===== src/rtl/min_reduce_pipe.sv =====
// min_reduce_pipe: pipelined unsigned min/max reduction over N lanes and multi-beat groups.
// Defining MIN_REDUCE_ARGMIN_EN adds the out_idx port (lane index of the winning operand).
module min_reduce_pipe #(
   parameter int W     = 16,
   parameter int N     = 8,
   parameter int CNT_W = 8
) (
   input  logic             clk,
   input  logic             rst,
   input  logic             in_valid,
   output logic             in_ready,
   input  logic [N*W-1:0]   in_data,
   input  logic             in_last,
   input  logic             op_max,
   output logic             out_valid,
   input  logic             out_ready,
   output logic [W-1:0]     out_data,
   output logic [CNT_W-1:0] out_count
`ifdef MIN_REDUCE_ARGMIN_EN
   ,
   output logic [$clog2(N)-1:0] out_idx
`endif
);

   localparam int L     = $clog2(N);
   localparam int NODES = 2 * N - 1;
   localparam int TOP   = NODES - 1;
   localparam logic [CNT_W-1:0] CNT_MAX = {CNT_W{1'b1}};
`ifdef MIN_REDUCE_ARGMIN_EN
   localparam int IW = L;
`endif

   // Tree nodes are packed level by level: level 0 holds the N input lanes, level L the single root.
   function automatic int lvl_off(input int k);
      return 2 * N - 2 * (N >> k);
   endfunction

   // A candidate replaces the incumbent only when strictly better, so ties keep the earlier operand.
   function automatic logic better(input logic [W-1:0] cand, input logic [W-1:0] cur,
                                   input logic use_max);
      return use_max ? (cand > cur) : (cand < cur);
   endfunction

   logic             stall;
   logic             at_start;
   logic             grp_op;
   logic             beat_op;

   logic [L:0]       lvl_valid;
   logic [L:0]       lvl_last;
   logic [L:0]       lvl_first;
   logic [L:0]       lvl_op;
   logic [W-1:0]     node_data [NODES];

   logic [W-1:0]     acc_data;
   logic [CNT_W-1:0] acc_count;
   logic [W-1:0]     comb_data;
   logic [CNT_W-1:0] comb_count;

`ifdef MIN_REDUCE_ARGMIN_EN
   logic [IW-1:0]    node_idx [NODES];
   logic [IW-1:0]    acc_idx;
   logic [IW-1:0]    comb_idx;
`endif

   assign stall    = out_valid && !out_ready;
   assign in_ready = !stall;
   assign beat_op  = at_start ? op_max : grp_op;

   // Group framing: the operation is captured on the first accepted beat and held for the group.
   always_ff @(posedge clk) begin
      if (rst) begin
         at_start <= 1'b1;
         grp_op   <= 1'b0;
      end else if (in_valid && in_ready) begin
         at_start <= in_last;
         if (at_start) begin
            grp_op <= op_max;
         end
      end
   end

   // Input register plus L comparator levels; beat flags travel alongside their data.
   always_ff @(posedge clk) begin
      if (rst) begin
         lvl_valid <= '0;
         lvl_last  <= '0;
         lvl_first <= '0;
         lvl_op    <= '0;
         for (int n = 0; n < NODES; n++) begin
            node_data[n] <= '0;
`ifdef MIN_REDUCE_ARGMIN_EN
            node_idx[n]  <= '0;
`endif
         end
      end else if (!stall) begin
         lvl_valid <= {lvl_valid[L-1:0], in_valid};
         lvl_last  <= {lvl_last[L-1:0], in_last};
         lvl_first <= {lvl_first[L-1:0], at_start};
         lvl_op    <= {lvl_op[L-1:0], beat_op};
         for (int j = 0; j < N; j++) begin
            node_data[j] <= in_data[j*W +: W];
`ifdef MIN_REDUCE_ARGMIN_EN
            node_idx[j]  <= IW'(j);
`endif
         end
         for (int k = 1; k <= L; k++) begin
            for (int j = 0; j < (N >> k); j++) begin
               if (better(node_data[lvl_off(k-1) + 2*j + 1], node_data[lvl_off(k-1) + 2*j],
                          lvl_op[k-1])) begin
                  node_data[lvl_off(k) + j] <= node_data[lvl_off(k-1) + 2*j + 1];
`ifdef MIN_REDUCE_ARGMIN_EN
                  node_idx[lvl_off(k) + j]  <= node_idx[lvl_off(k-1) + 2*j + 1];
`endif
               end else begin
                  node_data[lvl_off(k) + j] <= node_data[lvl_off(k-1) + 2*j];
`ifdef MIN_REDUCE_ARGMIN_EN
                  node_idx[lvl_off(k) + j]  <= node_idx[lvl_off(k-1) + 2*j];
`endif
               end
            end
         end
      end
   end

   // First beat of a group loads straight from the tree root; later beats merge with the accumulator.
   always_comb begin
      comb_data  = node_data[TOP];
      comb_count = CNT_W'(1);
`ifdef MIN_REDUCE_ARGMIN_EN
      comb_idx   = node_idx[TOP];
`endif
      if (!lvl_first[L]) begin
         comb_count = (acc_count == CNT_MAX) ? CNT_MAX : acc_count + 1'b1;
         if (!better(node_data[TOP], acc_data, lvl_op[L])) begin
            comb_data = acc_data;
`ifdef MIN_REDUCE_ARGMIN_EN
            comb_idx  = acc_idx;
`endif
         end
      end
   end

   // Accumulator and result register share one stage; a last beat publishes the merged value.
   always_ff @(posedge clk) begin
      if (rst) begin
         acc_data  <= '0;
         acc_count <= '0;
         out_valid <= 1'b0;
         out_data  <= '0;
         out_count <= '0;
`ifdef MIN_REDUCE_ARGMIN_EN
         acc_idx   <= '0;
         out_idx   <= '0;
`endif
      end else if (!stall) begin
         out_valid <= lvl_valid[L] && lvl_last[L];
         if (lvl_valid[L]) begin
            acc_data  <= comb_data;
            acc_count <= comb_count;
`ifdef MIN_REDUCE_ARGMIN_EN
            acc_idx   <= comb_idx;
`endif
            if (lvl_last[L]) begin
               out_data  <= comb_data;
               out_count <= comb_count;
`ifdef MIN_REDUCE_ARGMIN_EN
               out_idx   <= comb_idx;
`endif
            end
         end
      end
   end

endmodule

===== config.mk =====
export PLATFORM = sky130hd
export DESIGN_NAME = min_reduce_pipe
export DESIGN_NICKNAME = d
export VERILOG_FILES = /design/src/rtl/min_reduce_pipe.sv
export SDC_FILE = /design/constraint.sdc
export NUM_CORES = 1
export LEC_CHECK = 0
export ABC_AREA = 1
export CAP_MARGIN = 20
export CELL_PAD_IN_SITES_DETAIL_PLACEMENT = 1
export CELL_PAD_IN_SITES_GLOBAL_PLACEMENT = 1
export CORE_AREA = 2 2 149 297
export DETAILED_ROUTE_END_ITERATION = 10
export DIE_AREA = 0 0 151 299
export PLACE_DENSITY_LB_ADDON = 0.25
export SYNTH_ARGS = -nofsm -noshare
export SYNTH_HDL_FRONTEND = slang
export SYNTH_SLANG_ARGS = --single-unit

===== constraint.sdc =====
create_clock -name clk -period 5.2 [get_ports clk]
set_input_delay 1.3 -clock clk [delete_from_list [all_inputs] [get_ports clk]]
set_output_delay 1.3 -clock clk [all_outputs]
set_load 0.1 [all_outputs]

==> results of run 1 <==
[synth_stat cells, drive strengths merged]
cell | count | area (um2)
o31ai | 1 | 7.510
nor2 | 383 | 1570
a31oi | 6 | 37.54
a21oi | 92 | 464.2
o22ai | 15 | 93.84
xnor2 | 1 | 8.760
clkinv | 4 | 15.01
edfxtp | 240 | 7207
nor3 | 8 | 65.06
o21ai | 33 | 168.9
nand4 | 120 | 750.7
o21a | 1 | 7.510
buf | 62 | 351.6
nand2 | 332 | 1309
a21o | 1 | 7.510
inv | 376 | 1411
dfxtp | 67 | 1341
or2 | 2 | 12.51
clkbuf | 17 | 63.81
o211ai | 2 | 15.01
a211oi | 3 | 27.52
nand3 | 84 | 473.0
ha | 129 | 1614
nand3b | 1 | 7.510
[per-layer routing]
layer | wire [um] | vias to the layer above | GRT usage, %
met5 | 0 | - | 0
met4 | 869 | 0 | 4.584
met3 | 1113 | 45 | 1.939
met2 | 21700 | 185 | 34.87
met1 | 16250 | 6154 | 20.45
li1 | - | 6669 | -
[area by class of cell]
| type | count | area (um2) |
|---|---|---|
| Timing Repair Buffer | 175 | 1767 |
| Inverter | 380 | 1429 |
| Sequential cell | 307 | 8548 |
| Tap cell | 550 | 688.2 |
| Clock inverter | 21 | 319.1 |
| Multi-Input combinational cell | 1214 | 6648 |
| Fill cell | 5062 | 22790 |
| Clock buffer | 34 | 787.0 |
[layout by cell type, fill, tap and decap left out, types with 12 or more instances in the layout]
master           count
a21oi_1             91
buf_4               12
clkbuf_16           31
clkdlybuf4s50_1    157
dfxtp_1             67
edfxtp_1           240
ha_1               129
inv_1              365
nand2_1            318
nand3_1             75
nand4_1            120
nor2_1             363
nor2_2              14
o21ai_0             25
o22ai_1             15
[flip-flops by register name, summed over array words and instances, names as in the netlist]
register	flops
out_data	16
lvl_first	4
grp_op	1
acc_count	8
acc_data	16
lvl_last	4
lvl_valid	4
out_valid	1
lvl_op	4
at_start	1
node_data	240
out_count	8
[cell families (layout without fill, tap and decap cells)]
logic type / count (synthesis) / count (layout) / synth area share (%)
xor+xnor: 1 / 1 / 0.05144
flops: 307 / 307 / 50.19
compound gates: 154 / 154 / 4.871
simple gates: 930 / 930 / 24.59
buf+inv: 459 / 610 / 10.81
fa+ha+maj: 129 / 129 / 9.478
[how the worst min path moves through the flow]
| stage | startpoint | end | slack, ps | cells past startpoint |
|---|---|---|---|---|
| 2_1_floorplan | grp_op$_SDFFE_PP0P_ | grp_op$_SDFFE_PP0P_ | 440 | 2 |
| 3_3_place_gp | out_count[0]$_SDFFE_PP0P_ | out_count[0]$_SDFFE_PP0P_ | 450 | 2 |
| 3_5_place_dp | out_count[1]$_SDFFE_PP0P_ | out_count[1]$_SDFFE_PP0P_ | 460 | 2 |
| 4_1_cts | out_count[1]$_SDFFE_PP0P_ | out_count[1]$_SDFFE_PP0P_ | 470 | 2 |
| 5_1_grt | lvl_valid[1]$_SDFFE_PP0N_ | lvl_valid[2]$_SDFFE_PP0N_ | 490 | 2 |
| 6_report | out_count[1]$_SDFFE_PP0P_ | out_count[1]$_SDFFE_PP0P_ | 470 | 2 |
[metrics by stage]
step	utilization (%)	cell area [um2]
CTS	46.97	20190
finish	46.97	20190
detailed placement	44.40	19080
global route	46.97	20190
global placement	44.40	19080
floorplan	-	17030
[critical path, stage by stage]
cell	delay, ps
clkdlybuf4s50_1	410
nor2_2	390
inv_1	150
buf_4	270
[power groups by stage]
stage / combinational, uW / clock, uW / sequential (uW)
floorplan: 1070 / 0 / 2960
global placement: 1380 / 0 / 3010
detailed placement: 1420 / 0 / 3020
CTS: 1440 / 2510 / 2960
global route: 1630 / 2590 / 2980
finish: 1420 / 2440 / 2960
==> impl_results.md, run 1 <==
* Status: completed
* CTS tree: built
* FF-to-FF Start: out_valid$_SDFFE_PP0N_
* Total CTS buffers at 30
* Worst Clk Skew at 10.86 ps
* Share of cells above drive strength 1 at 6.194%
* Antenna cells at 0
* Core area at 0.04297 mm2
* Placed Cells at 2626
* Final hold violations at 0
* Post-Route WL at 39930 um
* Postcts setup bufs at 0
* Worst hold slack at 466.3 ps
* Vias in the first global route at 13620
* Worst vdd ir at 0.2706 mV
* Switching Power at 1963 uW
* Global route overflow at 0
* 1st-iter DRT viols at 413
* Area Overhead vs Synth at 18.53%
* Drt pass-1 iters at 4
* #FFs+latches synth at 307
* Switching share of power at 28.79%
* Chip height at 299 um
* CTS max path bufs at 3
* Critical Path Start: out_ready
* Worst R2R Setup Slack at 2270 ps
* Htree depth at 1
* Cells after synthesis at 1980
* Average size of a mapped cell at 8.601 um2
* Clk pwr share at 35.8%
* Worst slack, placed at 819.3 ps
* Fin crit period at 3839 ps
* Crit share post-route at 73.84%
* CP endpoint: in_ready
* Initial core utilization at 39.63%
* Sequential power share at 43.4%
* Power Total at 6819 uW
* Port Buffers at 159
* Largest net degree at the start of global routing at 121
* Setup ws final at 1361 ps
* Final ANT Viol Nets at 0
* Tightest Pin Transition at 1054 ps
* CTS Sinks at 307
* Antenna violations before repair at 0
* RSZ-0062 raised after global routing: no
* Clk Latency, worst-skew pair at 570 ps
* Mapped Area at 0.01703 mm2
* Overall die width at 151 um
* # nets final at 2371
* Via count at 13050
* End of the worst register-to-register path: out_count[3]$_SDFFE_PP0P_
* CP endpoint kind: output port
* WP data required at 3900 ps
* Max-slew violations at 0
* Critical path class: in2out
* Clk pin slew, worst setup/hold paths at 70 ps
* Sum of negative setup slack at 0 ps
* Post-DR wirelength/cell at 14.89 um
* Sequential area share after synthesis at 50.19%
* Finished Layout Cells at 2681
* # IOs at 160
* Worst r2r path cells at 9
* Max-Cap Viols at 0
* Final setup fails at 0
* CP Launch Type: input pin
* Hpwl dp at 29480 um
* Crit Path Max Fanout at 4
* DRC viols at 0
* Row count at 108
* Max Fclk at 260.5 MHz
* Synth Warn # at 0
* RePlAce Congestion at 0.8147
* Area of the die at 0.04515 mm2
* Internal at 4855 uW
* Post-synthesis net count at 2243
* Power Density at 337.8 mW/mm2
* CP arrival at 2540 ps
* Library cells used by synthesis at 40
* Lkg Pwr at 0.009443 uW
* Vias per Instance at 4.869
* First-pass GRT wire length at 66390 um
* CTS resizes at 0
* Combinational power share at 20.8%
* Cts hold-fix bufs at 0
* Global Route Usage Sum at 17.97%
* Relative slew slack at 29.64%
* Clock Tree Root: clkbuf_16
* Worst min-delay path class: reg2reg
No activity file was read; power rests on OpenSTA's default activity.
==> run 2: changes to the inputs <==
==> constraint.sdc (replaced) <==
create_clock -name clk -period 3.3 [get_ports clk]
set_input_delay 0.825 -clock clk [delete_from_list [all_inputs] [get_ports clk]]
set_output_delay 0.825 -clock clk [all_outputs]
set_load 0.1 [all_outputs]
==> impl_results.md, run 2 (same netlist as run 1, synthesis figures left out) <==
* Status: completed (unchanged)
* Post-Route WL at 40710 um (was 39930 um)
* Fill count at 5153 (was 5062)
* Antenna violations before repair at 0 (unchanged)
* End of the worst register-to-register path: node_data[1][59]$_SDFFCE_PP0P_ (was out_count[3]$_SDFFE_PP0P_)
* Top Registers: node_data: 240 flops, acc_data: 16 flops, out_data: 16 flops (unchanged)
* Final setup fails at 0 (unchanged)
* Final hold violations at 0 (unchanged)
* Global Route Usage Sum at 18.37% (was 17.97%)
* CTS Sinks at 307 (unchanged)
* Area Overhead vs Synth at 18.89% (was 18.53%)
* Worst R2R Setup Slack at 820 ps (was 2270 ps)
* Critical Path Start: out_ready (unchanged)
* Fin crit period at 2766 ps
* 1st-iter DRT viols at 365 (was 413)
* Worst vdd ir at 0.3423 mV (was 0.2706 mV)
* Postcts setup bufs at 0 (unchanged)
* Switching Power at 3110 uW (was 1963 uW)
* Critical path class: in2out (unchanged)
* Clock Tree Root: clkbuf_16 (unchanged)
* # nets final at 2391 (was 2371)
* Htree depth at 1 (unchanged)
* CP endpoint kind: output port (unchanged)
* Worst-path cell chain: clkdlybuf4s50_1, nor2_2, inv_1, buf_12 (was clkdlybuf4s50_1, nor2_2, inv_1, buf_4)
* Lkg Pwr at 0.009595 uW (was 0.009443 uW)
* Sequential power share at 44.5% (was 43.4%)
* Tightest Pin Transition at 994.3 ps (was 1054 ps)
* Most common cell after layout, fill and taps aside: inv_1 (unchanged)
* Final ANT Viol Nets at 0 (unchanged)
* CP Buf/Inv Count at 3 (unchanged)
* Via count at 13160 (was 13050)
* Overall die width at 151 um (unchanged)
* Antenna cells at 0 (unchanged)
* Cts hold-fix bufs at 0 (unchanged)
* Port Buffers at 159 (unchanged)
* CTS tree: built (unchanged)
* Most frequent cells in the layout: inv_1 (368), nor2_1 (363), nand2_1 (318) (was inv_1 (365), nor2_1 (363), nand2_1 (318))
* Worst r2r path cells at 11 (was 9)
* Max Fclk at 361.6 MHz
* Slowest-stage cell, CP: clkdlybuf4s50_1 (unchanged)
* Total CTS buffers at 31 (was 30)
* Hpwl dp at 30490 um (was 29480 um)
* CTS max path bufs at 3 (unchanged)
* Max-Cap Viols at 0 (unchanged)
* Switching share of power at 29.66% (was 28.79%)
* Setup ws final at 534.2 ps (was 1361 ps)
* CTS resizes at 0 (unchanged)
* DRC viols at 0 (unchanged)
* Placed Cells at 2645 (was 2626)
* Drt pass-1 iters at 4 (unchanged)
* Worst hold slack at 468.0 ps (was 466.3 ps)
* Biggest register: node_data (unchanged)
* Max-slew violations at 0 (unchanged)
* Worst slack, placed at 449.9 ps (was 819.3 ps)
* Global route overflow at 0 (unchanged)
* Crit share post-route at 83.81%
* Power Total at 10490 uW (was 6819 uW)
* Power Density at 517.9 mW/mm2 (was 337.8 mW/mm2)
* WP data required at 2470 ps (was 3900 ps)
* Relative slew slack at 33.72% (was 29.64%)
* Area of the die at 0.04515 mm2 (unchanged)
* Sum of negative setup slack at 0 ps (unchanged)
* Worst min-delay path class: reg2reg (unchanged)
* Row count at 108 (unchanged)
* Clk pin slew, worst setup/hold paths at 60 ps (was 70 ps)
* Chip height at 299 um (unchanged)
* CP top delay family: buffers and inverters (unchanged)
* First-pass GRT wire length at 67500 um (was 66390 um)
* Largest net degree at the start of global routing at 128 (was 121)
* Cell depth of the worst setup path at 4 (unchanged)
* Vias per Instance at 4.869 (about the same)
* CP arrival at 1940 ps (was 2540 ps)
* Worst Clk Skew at 12.84 ps (was 10.86 ps)
* # IOs at 160 (unchanged)
* CP Launch Type: input pin (unchanged)
* Vias in the first global route at 13960 (was 13620)
* Core area at 0.04297 mm2 (unchanged)
* CP endpoint: in_ready (unchanged)
* Clk Latency, worst-skew pair at 570 ps (about the same)
* Internal at 7376 uW (was 4855 uW)
* FF-to-FF Start: node_data[0][127]$_SDFFCE_PN0P_ (was out_valid$_SDFFE_PP0N_)
* Post-DR wirelength/cell at 15.07 um (was 14.89 um)
* Clk pwr share at 34.0% (was 35.8%)
* Crit Path Max Fanout at 3 (was 4)
* Critical Path Max Stage Delay at 420 ps (was 410 ps)
* RSZ-0062 raised after global routing: no (unchanged)
* RePlAce Congestion at 0.8393 (was 0.8147)
* Combinational power share at 21.5% (was 20.8%)
* Largest register FFs at 240 (unchanged)
* Initial core utilization at 39.63% (unchanged)
* Finished Layout Cells at 2702 (was 2681)
* Share of cells above drive strength 1 at 8.132% (was 6.194%)
run 2: cell types whose count changed in the layout (fill, tap and decap cells not counted):
cell	delta
bufinv_16	-5
inv_4	+1
inv_6	+3
buf_4	+39
clkinv_2	+1
inv_1	+3
buf_12	+5
clkinv_4	-2
clkbuf_16	+1
clkdlybuf4s50_1	-25
clkbuf_8	+2
clkinvlp_4	-2
run 2: cell type report:
cell class / count / area [um2] / area share [%]
Clock buffer: 37 / 839.6 / 4.147
Clock inverter: 20 / 185.2 / 0.9146
Inverter: 380 / 1429 / 7.057
Multi-Input combinational cell: 1214 / 6648 / 32.83
Sequential cell: 307 / 8548 / 42.22
Tap cell: 550 / 688.2 / 3.399
Timing Repair Buffer: 194 / 1909 / 9.430
run 2: how the worst min path moves through the flow:
stage	from	cells past startpoint	end
after detailed placement	out_count[5]$_SDFFE_PP0P_	2	out_count[5]$_SDFFE_PP0P_
final	grp_op$_SDFFE_PP0P_	2	grp_op$_SDFFE_PP0P_
after global routing	lvl_valid[0]$_SDFFE_PP0N_	2	lvl_valid[1]$_SDFFE_PP0N_
after floorplan	grp_op$_SDFFE_PP0P_	2	grp_op$_SDFFE_PP0P_
after CTS	lvl_last[0]$_SDFFE_PP0N_	2	lvl_last[1]$_SDFFE_PP0N_
after global placement	grp_op$_SDFFE_PP0P_	2	grp_op$_SDFFE_PP0P_
run 2: metal layers:
| layer | GRT usage (%) | part of all wire (%) | vias to the layer above |
|---|---|---|---|
| li1 | - | - | 6714 |
| met1 | 20.45 | 40 | 6205 |
| met2 | 36.09 | 54 | 182 |
| met3 | 1.664 | 2.5 | 55 |
| met5 | 0 | 0 | - |
| met4 | 5.251 | 2.6 | 0 |
run 2: tightest hold or removal path: stages, from the launching register on:
cell,delay [ps]
dfxtp_1,310
nand2_1,60
a21oi_1,50
run 2: through the flow:
stage               area [um2]  util (%)
CTS                      20250     47.12
global route             20250     47.12
finish                   20250     47.12
global placement         19220     44.73
floorplan                17040         -
detailed placement       19220     44.73
run 2: power by group through the flow:
stage | combinational, uW | clock (uW) | sequential, uW
global route | 2610 | 3800 | 4690
floorplan | 1680 | 0 | 4670
global placement | 2190 | 0 | 4740
CTS | 2290 | 3660 | 4670
finish | 2260 | 3570 | 4660
detailed placement | 2280 | 0 | 4750
